**config.mk**
```make
export PLATFORM = sky130hd
export DESIGN_NAME = teatris_controle_mapas_flat
export DESIGN_NICKNAME = d
export VERILOG_FILES = /design/src/rtl/teatris_controle_mapas_if.sv /design/src/rtl/teatris_controle_mapas.sv /design/src/flat_wrapper.sv
export SDC_FILE = /design/constraint.sdc
export NUM_CORES = 1
export LEC_CHECK = 0
export ABC_AREA = 0
export CAP_MARGIN = 20
export CORE_MARGIN = 2
export CORE_UTILIZATION = 45
export CTS_CLUSTER_DIAMETER = 120
export DETAILED_ROUTE_END_ITERATION = 10
export PLACE_DENSITY = 0.71
export RECOVER_POWER = 100
export SLEW_MARGIN = 5
export SYNTH_ARGS = -nofsm -noshare
export SYNTH_HDL_FRONTEND = slang
export SYNTH_SLANG_ARGS = --single-unit
export TNS_END_PERCENT = 20
```
**constraint.sdc**
```tcl
create_clock -name clock -period 3.02 [get_ports clock]
set_clock_uncertainty 0.2 [all_clocks]
set_input_delay 0.453 -clock clock [delete_from_list [all_inputs] [get_ports clock]]
set_output_delay 0.453 -clock clock [all_outputs]
set_load 0.03 [all_outputs]
```
**src/rtl/teatris_controle_mapas_if.sv**
```systemverilog
// Purpose : ROM and board-memory row link of the map loader.
//   master (loader) : drives endereco_rom, linha_valida, linha_indice, linha_dados;
//                     receives padrao_rom, linha_pronta.
//   slave  (ROM + board memory) : the mirror view.
interface teatris_controle_mapas_if #(
    parameter int unsigned NUM_LINHAS    = 8,
    parameter int unsigned LARGURA_LINHA = 8
);
    localparam int unsigned LARG_IDX     = 4;
    localparam int unsigned LARG_BUF     = NUM_LINHAS * LARGURA_LINHA;
    localparam int unsigned LARG_LIN_IDX = $clog2(NUM_LINHAS);

    logic [LARG_IDX-1:0]      endereco_rom;
    logic [LARG_BUF-1:0]      padrao_rom;
    logic                     linha_valida;
    logic                     linha_pronta;
    logic [LARG_LIN_IDX-1:0]  linha_indice;
    logic [LARGURA_LINHA-1:0] linha_dados;

    modport master (
        output endereco_rom,
        input  padrao_rom,
        output linha_valida,
        input  linha_pronta,
        output linha_indice,
        output linha_dados
    );

    modport slave (
        input  endereco_rom,
        output padrao_rom,
        input  linha_valida,
        output linha_pronta,
        input  linha_indice,
        input  linha_dados
    );
endinterface

```
**src/rtl/teatris_controle_mapas.sv**
```systemverilog
// Purpose : map loader. Addresses the 16-entry pattern ROM (1-cycle registered
//           read), captures the 8x8 pattern and streams it row by row (row 0 =
//           bits [63:56]) over a valid/ready link. Tracks the map index and a
//           saturating level count.
// Ports   : clock, reset (async, active-high)
//           iniciar, reiniciar_nivel  - requests, honoured only while idle
//           ocupado, concluido, nivel - status for the game controller
//           bus (master)              - ROM address/data and row handshake
// Option  : MAPA_ALEATORIO_EN - pick the next map from an 8-bit LFSR with no
//           immediate repeat instead of the sequential order 0..15.
module teatris_controle_mapas #(
    parameter int unsigned NUM_LINHAS    = 8,
    parameter int unsigned LARGURA_LINHA = 8,
    parameter int unsigned NIVEL_MAX     = 15
) (
    input  logic                      clock,
    input  logic                      reset,
    input  logic                      iniciar,
    input  logic                      reiniciar_nivel,
    output logic                      ocupado,
    output logic                      concluido,
    output logic [3:0]                nivel,
    teatris_controle_mapas_if.master  bus
);
    localparam int unsigned LARG_IDX     = 4;
    localparam int unsigned LARG_NIVEL   = 4;
    localparam int unsigned LARG_BUF     = NUM_LINHAS * LARGURA_LINHA;
    localparam int unsigned LARG_LIN_IDX = $clog2(NUM_LINHAS);
    localparam logic [LARG_LIN_IDX-1:0] ULTIMA_LINHA = LARG_LIN_IDX'(NUM_LINHAS - 1);
    localparam logic [LARG_NIVEL-1:0]   NIVEL_SAT    = LARG_NIVEL'(NIVEL_MAX);

    typedef enum logic [2:0] {
        OCIOSO,
        ENDERECA,
        AGUARDA,
        CARREGA,
        FIM
    } estado_t;

    estado_t                 estado_q, estado_d;
    logic [LARG_IDX-1:0]     indice_q, indice_d;
    logic [LARG_NIVEL-1:0]   nivel_q, nivel_d;
    logic [LARG_BUF-1:0]     buffer_q, buffer_d;
    logic [LARG_LIN_IDX-1:0] linha_q, linha_d;
    logic                    valida_q, valida_d;
    logic                    ocupado_q, ocupado_d;
    logic                    concluido_q, concluido_d;

`ifdef MAPA_ALEATORIO_EN
    logic [7:0]          lfsr_q, lfsr_d;
    logic [LARG_IDX-1:0] sorteio;
`endif

    // Next-state and registered-output decode.
    always_comb begin
        estado_d = estado_q;
        indice_d = indice_q;
        nivel_d  = nivel_q;
        buffer_d = buffer_q;
        linha_d  = linha_q;
`ifdef MAPA_ALEATORIO_EN
        // x^8+x^6+x^5+x^4+1, left-shifting Fibonacci form
        lfsr_d  = {lfsr_q[6:0], lfsr_q[7] ^ lfsr_q[5] ^ lfsr_q[4] ^ lfsr_q[3]};
        sorteio = lfsr_q[3:0];
        if (sorteio == indice_q) begin
            sorteio = LARG_IDX'(sorteio + 4'd1);
        end
`endif

        case (estado_q)
            OCIOSO: begin
                // Clear is evaluated first so a simultaneous start loads map 0.
                if (reiniciar_nivel) begin
                    nivel_d = '0;
`ifndef MAPA_ALEATORIO_EN
                    indice_d = '0;
`endif
                end
                if (iniciar) begin
                    estado_d = ENDERECA;
`ifdef MAPA_ALEATORIO_EN
                    indice_d = sorteio;
`endif
                end
            end
            ENDERECA: estado_d = AGUARDA;
            AGUARDA: begin
                buffer_d = bus.padrao_rom;
                linha_d  = '0;
                estado_d = CARREGA;
            end
            CARREGA: begin
                // Buffer shifts up one row per transfer; its top byte is the current row.
                if (valida_q && bus.linha_pronta) begin
                    buffer_d = {buffer_q[LARG_BUF-LARGURA_LINHA-1:0], {LARGURA_LINHA{1'b0}}};
                    linha_d  = LARG_LIN_IDX'(linha_q + 1'b1);
                    if (linha_q == ULTIMA_LINHA) begin
                        estado_d = FIM;
                    end
                end
            end
            FIM: begin
                if (nivel_q < NIVEL_SAT) begin
                    nivel_d = LARG_NIVEL'(nivel_q + 1'b1);
                end
`ifndef MAPA_ALEATORIO_EN
                indice_d = LARG_IDX'(indice_q + 1'b1);
`endif
                estado_d = OCIOSO;
            end
            default: estado_d = OCIOSO;
        endcase

        valida_d    = (estado_d == CARREGA);
        ocupado_d   = (estado_d != OCIOSO);
        concluido_d = (estado_d == FIM);
    end

    // State and output registers; reset aborts a load in flight.
    always_ff @(posedge clock or posedge reset) begin
        if (reset) begin
            estado_q    <= OCIOSO;
            indice_q    <= '0;
            nivel_q     <= '0;
            buffer_q    <= '0;
            linha_q     <= '0;
            valida_q    <= 1'b0;
            ocupado_q   <= 1'b0;
            concluido_q <= 1'b0;
`ifdef MAPA_ALEATORIO_EN
            lfsr_q      <= 8'h01;
`endif
        end else begin
            estado_q    <= estado_d;
            indice_q    <= indice_d;
            nivel_q     <= nivel_d;
            buffer_q    <= buffer_d;
            linha_q     <= linha_d;
            valida_q    <= valida_d;
            ocupado_q   <= ocupado_d;
            concluido_q <= concluido_d;
`ifdef MAPA_ALEATORIO_EN
            lfsr_q      <= lfsr_d;
`endif
        end
    end

    assign bus.endereco_rom = indice_q;
    assign bus.linha_valida = valida_q;
    assign bus.linha_indice = linha_q;
    assign bus.linha_dados  = buffer_q[LARG_BUF-1 -: LARGURA_LINHA];
    assign ocupado          = ocupado_q;
    assign concluido        = concluido_q;
    assign nivel            = nivel_q;
endmodule

```
**src/flat_wrapper.sv**
```systemverilog
// flat-port wrapper written by rule: the top's interface ports become plain ports
module teatris_controle_mapas_flat 
#(
    parameter int unsigned NUM_LINHAS    = 8,
    parameter int unsigned LARGURA_LINHA = 8,
    parameter int unsigned NIVEL_MAX     = 15
)
  (clock, reset, iniciar, reiniciar_nivel, ocupado, concluido, nivel, bus_endereco_rom, bus_padrao_rom, bus_linha_valida, bus_linha_pronta, bus_linha_indice, bus_linha_dados);
  teatris_controle_mapas_if #(.NUM_LINHAS(NUM_LINHAS), .LARGURA_LINHA(LARGURA_LINHA)) bus_i ();
  input  logic clock;
  input  logic reset;
  input  logic iniciar;
  input  logic reiniciar_nivel;
  output logic ocupado;
  output logic concluido;
  output logic [3:0] nivel;
  output wire logic [$bits(bus_i.endereco_rom)-1:0] bus_endereco_rom;
  input wire logic [$bits(bus_i.padrao_rom)-1:0] bus_padrao_rom;
  output wire logic [$bits(bus_i.linha_valida)-1:0] bus_linha_valida;
  input wire logic [$bits(bus_i.linha_pronta)-1:0] bus_linha_pronta;
  output wire logic [$bits(bus_i.linha_indice)-1:0] bus_linha_indice;
  output wire logic [$bits(bus_i.linha_dados)-1:0] bus_linha_dados;
  assign bus_endereco_rom = bus_i.endereco_rom;
  assign bus_i.padrao_rom = bus_padrao_rom;
  assign bus_linha_valida = bus_i.linha_valida;
  assign bus_i.linha_pronta = bus_linha_pronta;
  assign bus_linha_indice = bus_i.linha_indice;
  assign bus_linha_dados = bus_i.linha_dados;
  teatris_controle_mapas #(.NUM_LINHAS(NUM_LINHAS), .LARGURA_LINHA(LARGURA_LINHA), .NIVEL_MAX(NIVEL_MAX)) u_core (.clock(clock), .reset(reset), .iniciar(iniciar), .reiniciar_nivel(reiniciar_nivel), .ocupado(ocupado), .concluido(concluido), .nivel(nivel), .bus(bus_i));
endmodule
```
==> impl_results.md, run 1 <==
* CP Data Arrival Time at 2.53 ns
* Leakage dissipation at around 2.1 nW
* Post-route DRC violation count at 0
* Placed Instances at between 500 and 600
* CTS sink cnt at around 80
* Synthesized flop and latch total at just over 80
* Total of warnings raised by yosys at 0
* CP max FO at 19
* Clock tree root driver cell: clkbuf_8
* Post-DR wirelength/cell at roughly 19 µm
* Slew at the pin closest to its max-slew limit at 1.57 ns
* Clock latency at the later pin of the worst-skew pair at roughly 0.35 ns
* Netlist area before placement at between 0.003 and 0.004 mm²
* # setup viols final at 0
* Post-route standard cell area excluding fillers at 0.00488 mm²
* Via count normalized by instance count at approximately 6
* Num CTS Buffers at 9
* Worst hold path stage count at 1
* DIE AREA at 0.00940 mm²
* Die boundary width at 96.9 µm
* Number of H-tree levels at 3
* Ratio of cells with drive above 1 in the final layout at 0.0711
* Setup repair after global routing missed its margin: no
* Crit path from: u_core.estado_q[2]
* Overflow after GRT at 0
* # diodes at 0
* Via Count at approximately 3200
* Quantity of I/O buffers inserted on ports at 90
* Endpoint class of the critical path: register
* Number of hold violations in the final report at 0
* Filler Cell Count at between 700 and 800
* Number of cell rows at 33
* CTS tree: built
* Endpoint of the worst hold-timing path: u_core.buffer_q[44]
* Final critical path time including I/O delays and setup at about 2.5 ns
* Routed WL at 9.79 mm
* Via count of the first global-routing pass at around 3200
* Global-route wire length before repair at roughly 16 mm
* Core Box Area at roughly 0.0083 mm²
* Share of the yosys chip area belonging to registers at 0.522
* Pin count of the biggest net entering global routing at 39
* Source of the worst register-to-register timing path: u_core.estado_q[2]
* Worst setup path category: reg2reg
* Most common cell after layout, fill and taps aside: dfrtp_1
* Top Ports at 91
* Synth-to-Final Area Change at 25.7%
* Cell area after placement at 0.00475 mm²
* Type of origin of the critical path: register
* Post-cts sizing count at 0
* Initial standard-cell utilization of the core at 0.468
* Clock transition at the registers of the reported paths at around 0.080 ns
* Cells along the critical path: nand2b_1 > a21oi_2 > mux2i_1
* Maximum resistive drop on vdd at 423 µV
* DRT iter0 DRCs at 166
* Syn Nets at around 420
* Slew Viols, Final at 36
* Max Clk Rate at 393 MHz
* Tightest Hold Check Type: reg2reg
* Global-route usage over all layers at 0.211
* Post-cts hold buffer count at 0
* Number of synthesized flops with an enable pin at 0
* Commonest non-fill, non-tap cells in the layout: 80 x dfrtp_1, 66 x clkdlybuf4s50_1, 48 x o22ai_1
* Part of the cycle the worst path needs at 0.842
* Chip height at ~97 µm
* Instance count of the mapped netlist at ~350
* Reg-to-Reg End: u_core.bus.linha_indice[0]
* Final sum of negative setup slack at 0 ns
* Register-to-Register Path Depth at 3
* Power Dens Cells at just under 900 mW/mm²
* Nets at 490
* Synth Area per Inst at ~11 µm²
* Delay of the slowest critical-path stage at 0.85 ns
* Length of the first detailed-routing pass in iterations at 4
* Flip-flop cell with the highest count after synthesis: dfrtp_1
* Outcome: complete, but fails checks
* Post-DP HPWL at approximately 6.6 mm
* Setup slack, reg-to-reg at 0.48 ns
* Number of distinct library cells after synthesis at 43
* Data required time at the worst endpoint at about 3.0 ns
* Number of setup buffers added after CTS at 0
* Placer congestion estimate at approximately 0.76
* Headroom to the max-slew limit at -0.0502
* Cell type of the slowest stage on the worst timing path: a21oi_2
* Number of buffers on the longest clock path at 2
* Reported max-cap violation count at 1
* Hold path startpoint: u_core.buffer_q[44]
* Final cell count without fillers at ~530
* Failing checks: capacitance limit, slew limit
* Ys async rst share at 1.00
* Initial antenna violation count at 0
* Post-route ant nets at 0
## area by class of cell
type,count,area (µm²),share of cell area
inverters,4,16.3,0.00333
clock inverters,3,40.0,0.00820
multi-input cells,222,1550,0.317
well taps,105,131,0.0269
clock buffers,13,149,0.0305
flip-flops and latches,81,2030,0.415
repair buffers,99,972,0.199
## cells in the mapped netlist, drive strengths merged (2+ instances only)
| library cell | n | area [µm²] |
|---|---|---|
| nand3 | 7 | 40.0 |
| a221o | 31 | 310 |
| dfrtp | 81 | 2030 |
| nor2 | 8 | 40.0 |
| ha | 4 | 50.1 |
| buf | 36 | 246 |
| o2bb2ai | 9 | 78.8 |
| nand2 | 43 | 164 |
| a211oi | 2 | 15.0 |
| a21oi | 5 | 36.3 |
| o21ai | 4 | 31.3 |
| o22ai | 48 | 300 |
| nor3 | 7 | 35.0 |
| inv | 4 | 15.0 |
| a2bb2oi | 25 | 219 |
| a22o | 11 | 96.3 |
| clkbuf | 5 | 18.8 |
| mux2 | 2 | 22.5 |
## where the power goes
group	switching [W]	total [W]	leakage, nW	internal, W
logic	0.000950	0.00179	0.959	0.000836
registers	0.000275	0.00173	1.03	0.00145
clock network	0.000379	0.000783	0.0974	0.000404
## stage by stage
stage	setup slack, ns	util	hold WS (ns)	power (W)
4_1_cts	0.714	0.595	0.305	0.00437
2_1_floorplan	0.287	-	0.257	0.00317
6_report	0.478	0.588	0.305	0.00430
5_1_grt	0.308	0.588	0.313	0.00457
3_5_place_dp	0.545	0.572	0.287	0.00359
3_3_place_gp	0.594	0.572	0.286	0.00354
## how the worst max path moves through the flow
stage          cells past startpoint  slack (ns)                          to
2_1_floorplan                      1        0.29          u_core.buffer_q[0]
3_3_place_gp                       5        0.59         u_core.buffer_q[32]
3_5_place_dp                       5        0.55         u_core.buffer_q[31]
4_1_cts                            3        0.71          u_core.buffer_q[6]
5_1_grt                            3        0.31  u_core.bus.linha_indice[0]
6_report                           3        0.48  u_core.bus.linha_indice[0]
## state kept, by name, summed over array words and instances (netlist names)
register,count
u_core.concluido,1
u_core.bus.endereco_rom,4
u_core.estado_q,3
u_core.ocupado,1
u_core.bus.linha_valida,1
u_core.bus.linha_indice,3
u_core.buffer_q,64
u_core.nivel,4
## worst max-delay path, delay by kind of cell (launching register included)
kind	cells	cell delay [ns]
and+or+nand+nor	1	0.59
DFF	1	0.56
AOI/OAI and AO/OA	1	0.85
muxes	1	0.17
## cells by family (layout without fill, tap and decap cells)
kind of cell,count (synthesis),in the layout,share of synthesized area
AO/OA/AOI/OAI,139,139,0.289
flip-flops,81,81,0.522
AND/OR/NAND/NOR,76,76,0.0963
buffers and inverters,45,119,0.0721
adder cells (fa/ha/maj),4,4,0.0129
multiplexers,3,3,0.00837
## layer usage
metal / global-route usage / up-vias / part of all wire
met5: 0 / - / 0
met4: 0.0553 / 0 / 0.012
met3: 0.0419 / 10 / 0.039
met2: 0.347 / 81 / 0.49
met1: 0.287 / 1580 / 0.46
li1: - / 1498 / -
(Power assumes the default switching activity.)
==> run 2, diff against run 1 <==
Settings changed: PLACE_DENSITY 0.71 to 0.74.
Clock period 3.02 ns to 2.2 ns, I/O delays scaled along.
==> run 2 against run 1 <==
Effect of this change:
- the flow now finishes without violations
- via count is 2.2% higher
- die area stayed put
- sequential power is 36% higher
==> impl_results.md, run 2 (synthesized netlist as in run 1, its figures left out) <==
* Outcome: finished, final reports clean
* Part of the cycle the worst path needs at 0.949
* CTS tree: built
* Initial antenna violation count at 0 (unchanged)
* Slew Viols, Final at 0 (-100%)
* Quantity of I/O buffers inserted on ports at 90 (unchanged)
* Post-DR wirelength/cell at 17.9 µm (-3.6%)
* Cells along the critical path: dlygate4sd3_1
* Routed WL at 9.56 mm (-2.3%)
* Worst path depth at 1 (-2)
* Post-cts sizing count at 0 (unchanged)
* Headroom to the max-slew limit at 0.164 (+0.214)
* Post-route DRC violation count at 0 (unchanged)
* Reported max-cap violation count at 0 (-1)
* Leakage dissipation at 2.11 nW (+1.1%)
* Worst hold path stage count at 1 (unchanged)
* Largest delay contributor family on the critical path: buffers and inverters
* Setup repair after global routing missed its margin: no
* Max Clk Rate at about 480 MHz
* Number of H-tree levels at 3 (unchanged)
* Number of buffers on the longest clock path at 2 (unchanged)
* Post-route ant nets at 0 (unchanged)
* DIE AREA at 0.00940 mm² (unchanged)
* Data required time at the worst endpoint at 1.67 ns (-1.33 ns)
* Placer congestion estimate at 0.797 (+5.4%)
* Worst setup path category: reg2out
* Number of cell rows at 33 (unchanged)
* Initial standard-cell utilization of the core at 0.468 (unchanged)
* Length of the first detailed-routing pass in iterations at 4 (unchanged)
* Core Box Area at 0.00830 mm² (unchanged)
* Filler Cell Count at 723 (+1.4%)
* DRT iter0 DRCs at 279 (+68%)
* Global-route wire length before repair at 15.8 mm (-1.5%)
* Clock share of power at 0.165 (-0.017)
* Cell type of the slowest stage on the worst timing path: dlygate4sd3_1
* Tightest Hold Check Type: reg2reg
* Commonest non-fill, non-tap cells in the layout: 80 x dfrtp_1, 69 x clkdlybuf4s50_1, 48 x o22ai_1
* Global-route usage over all layers at 0.206 (-0.00540)
* Chip height at 96.9 µm (unchanged)
* Slew at the pin closest to its max-slew limit at 1.25 ns (-0.313 ns)
* Register ranked first by flip-flop count: u_core.buffer_q
* Clock tree root driver cell: clkbuf_8
* Post-DP HPWL at 6.52 mm (-1.7%)
* Nets at 497 (+1.4%)
* Delay of the slowest critical-path stage at 0.77 ns (-0.08 ns)
* Switching portion of total power at 0.379 (+0.00599)
* Buf/Inv on CP at 1 (+1)
* Post-route total power at 0.00590 W (+37%)
* Pin count of the biggest net entering global routing at 53 (+36%)
* Final critical path time including I/O delays and setup at about 2.1 ns
* CP Data Arrival Time at 1.56 ns (-0.97 ns)
* Via Count at 3238 (+2.2%)
* Synth-to-Final Area Change at 27.5%
* Via count of the first global-routing pass at 3117 (-3.2%)
* Switching power at 0.00224 W (+39%)
* Most common cell after layout, fill and taps aside: dfrtp_1
* # setup viols final at 0 (unchanged)
* Clock transition at the registers of the reported paths at 0.08 ns (about the same)
* CTS sink cnt at 81 (unchanged)
* CP max FO at 7 (-12)
* Fraction of power consumed by sequential logic at 0.400 (-0.002)
* Type of origin of the critical path: register
* Number of setup buffers added after CTS at 0 (unchanged)
* Die boundary width at 96.9 µm (unchanged)
* Clock latency at the later pin of the worst-skew pair at 0.35 ns (about the same)
* Endpoint class of the critical path: output pin
* Register-to-Register Path Depth at 3 (unchanged)
* Maximum resistive drop on vdd at 779 µV (+84%)
* Ratio of cells with drive above 1 in the final layout at 0.0932 (+0.0222)
* Top Ports at 91 (unchanged)
* Largest register FFs at 64 (unchanged)
* Number of hold violations in the final report at 0 (unchanged)
* Post-cts hold buffer count at 0 (unchanged)
* Overflow after GRT at 0 (unchanged)
* Num CTS Buffers at 9 (unchanged)
* Power Dens Cells at 1190 mW/mm² (+35%)
* Internal portion of total power at 0.00366 W (+36%)
* Final sum of negative setup slack at 0 ns (unchanged)
* Via count normalized by instance count at 6.06 (+0.84%)
* Logic pwr share at 0.435 (+0.020)
* # diodes at 0 (unchanged)
==> run 2: cell types whose count changed in the layout (fill, tap and decap cells not counted), sizes merged <==
cell,delta
buf,+6
bufinv,-1
clkdlybuf4s50,+3
clkinvlp,+2
dlygate4sd3,-3
==> run 2: worst paths after layout <==
kind                                         endpoint                start  slack, ns
max                                          nivel[2]      u_core.nivel[2]       0.11
min                               u_core.buffer_q[41]  u_core.buffer_q[41]       0.30
max reg2reg                       u_core.buffer_q[16]   u_core.estado_q[1]       0.17
min reg2reg                       u_core.buffer_q[41]  u_core.buffer_q[41]       0.30
max in group asynchronous          u_core.buffer_q[9]                reset       0.35
min in group asynchronous  u_core.bus.endereco_rom[2]                reset       0.48
==> run 2: power groups by stage <==
stage / sequential (W) / clock (W) / combinational, W
floorplan: 0.00230 / 0 / 0.00205
global placement: 0.00238 / 0 / 0.00255
detailed placement: 0.00238 / 0 / 0.00264
CTS: 0.00236 / 0.00100 / 0.00264
global route: 0.00242 / 0.00107 / 0.00279
finish: 0.00236 / 0.000974 / 0.00256
==> run 2: cell type report <==
type / count / area, µm² / share of cell area
Timing Repair Buffer: 106 / 1030 / 0.209
Sequential cell: 81 / 2030 / 0.409
Clock buffer: 12 / 145 / 0.0293
Clock inverter: 4 / 28.8 / 0.00581
Tap cell: 105 / 131 / 0.0265
Inverter: 4 / 16.3 / 0.00328
Multi-Input combinational cell: 222 / 1570 / 0.317
==> run 2: per-layer routing <==
metal  global-route usage  share of wire
met1                0.291           0.46
met2                0.316           0.48
met3               0.0535          0.050
met4               0.0531          0.012
met5                    0              0
==> run 2: per-stage QoR <==
step / hold slack, ns / util / area, µm² / instances / setup slack (ns)
CTS: 0.189 / 0.603 / 5000 / 534 / 0.118
finish: 0.304 / 0.597 / 4960 / 534 / 0.113
floorplan: 0.257 / - / 3890 / 348 / 0.450
global route: 0.314 / 0.597 / 4960 / 534 / 0.0480
global placement: 0.284 / 0.582 / 4830 / 518 / 0.230
detailed placement: 0.279 / 0.582 / 4830 / 518 / 0.180
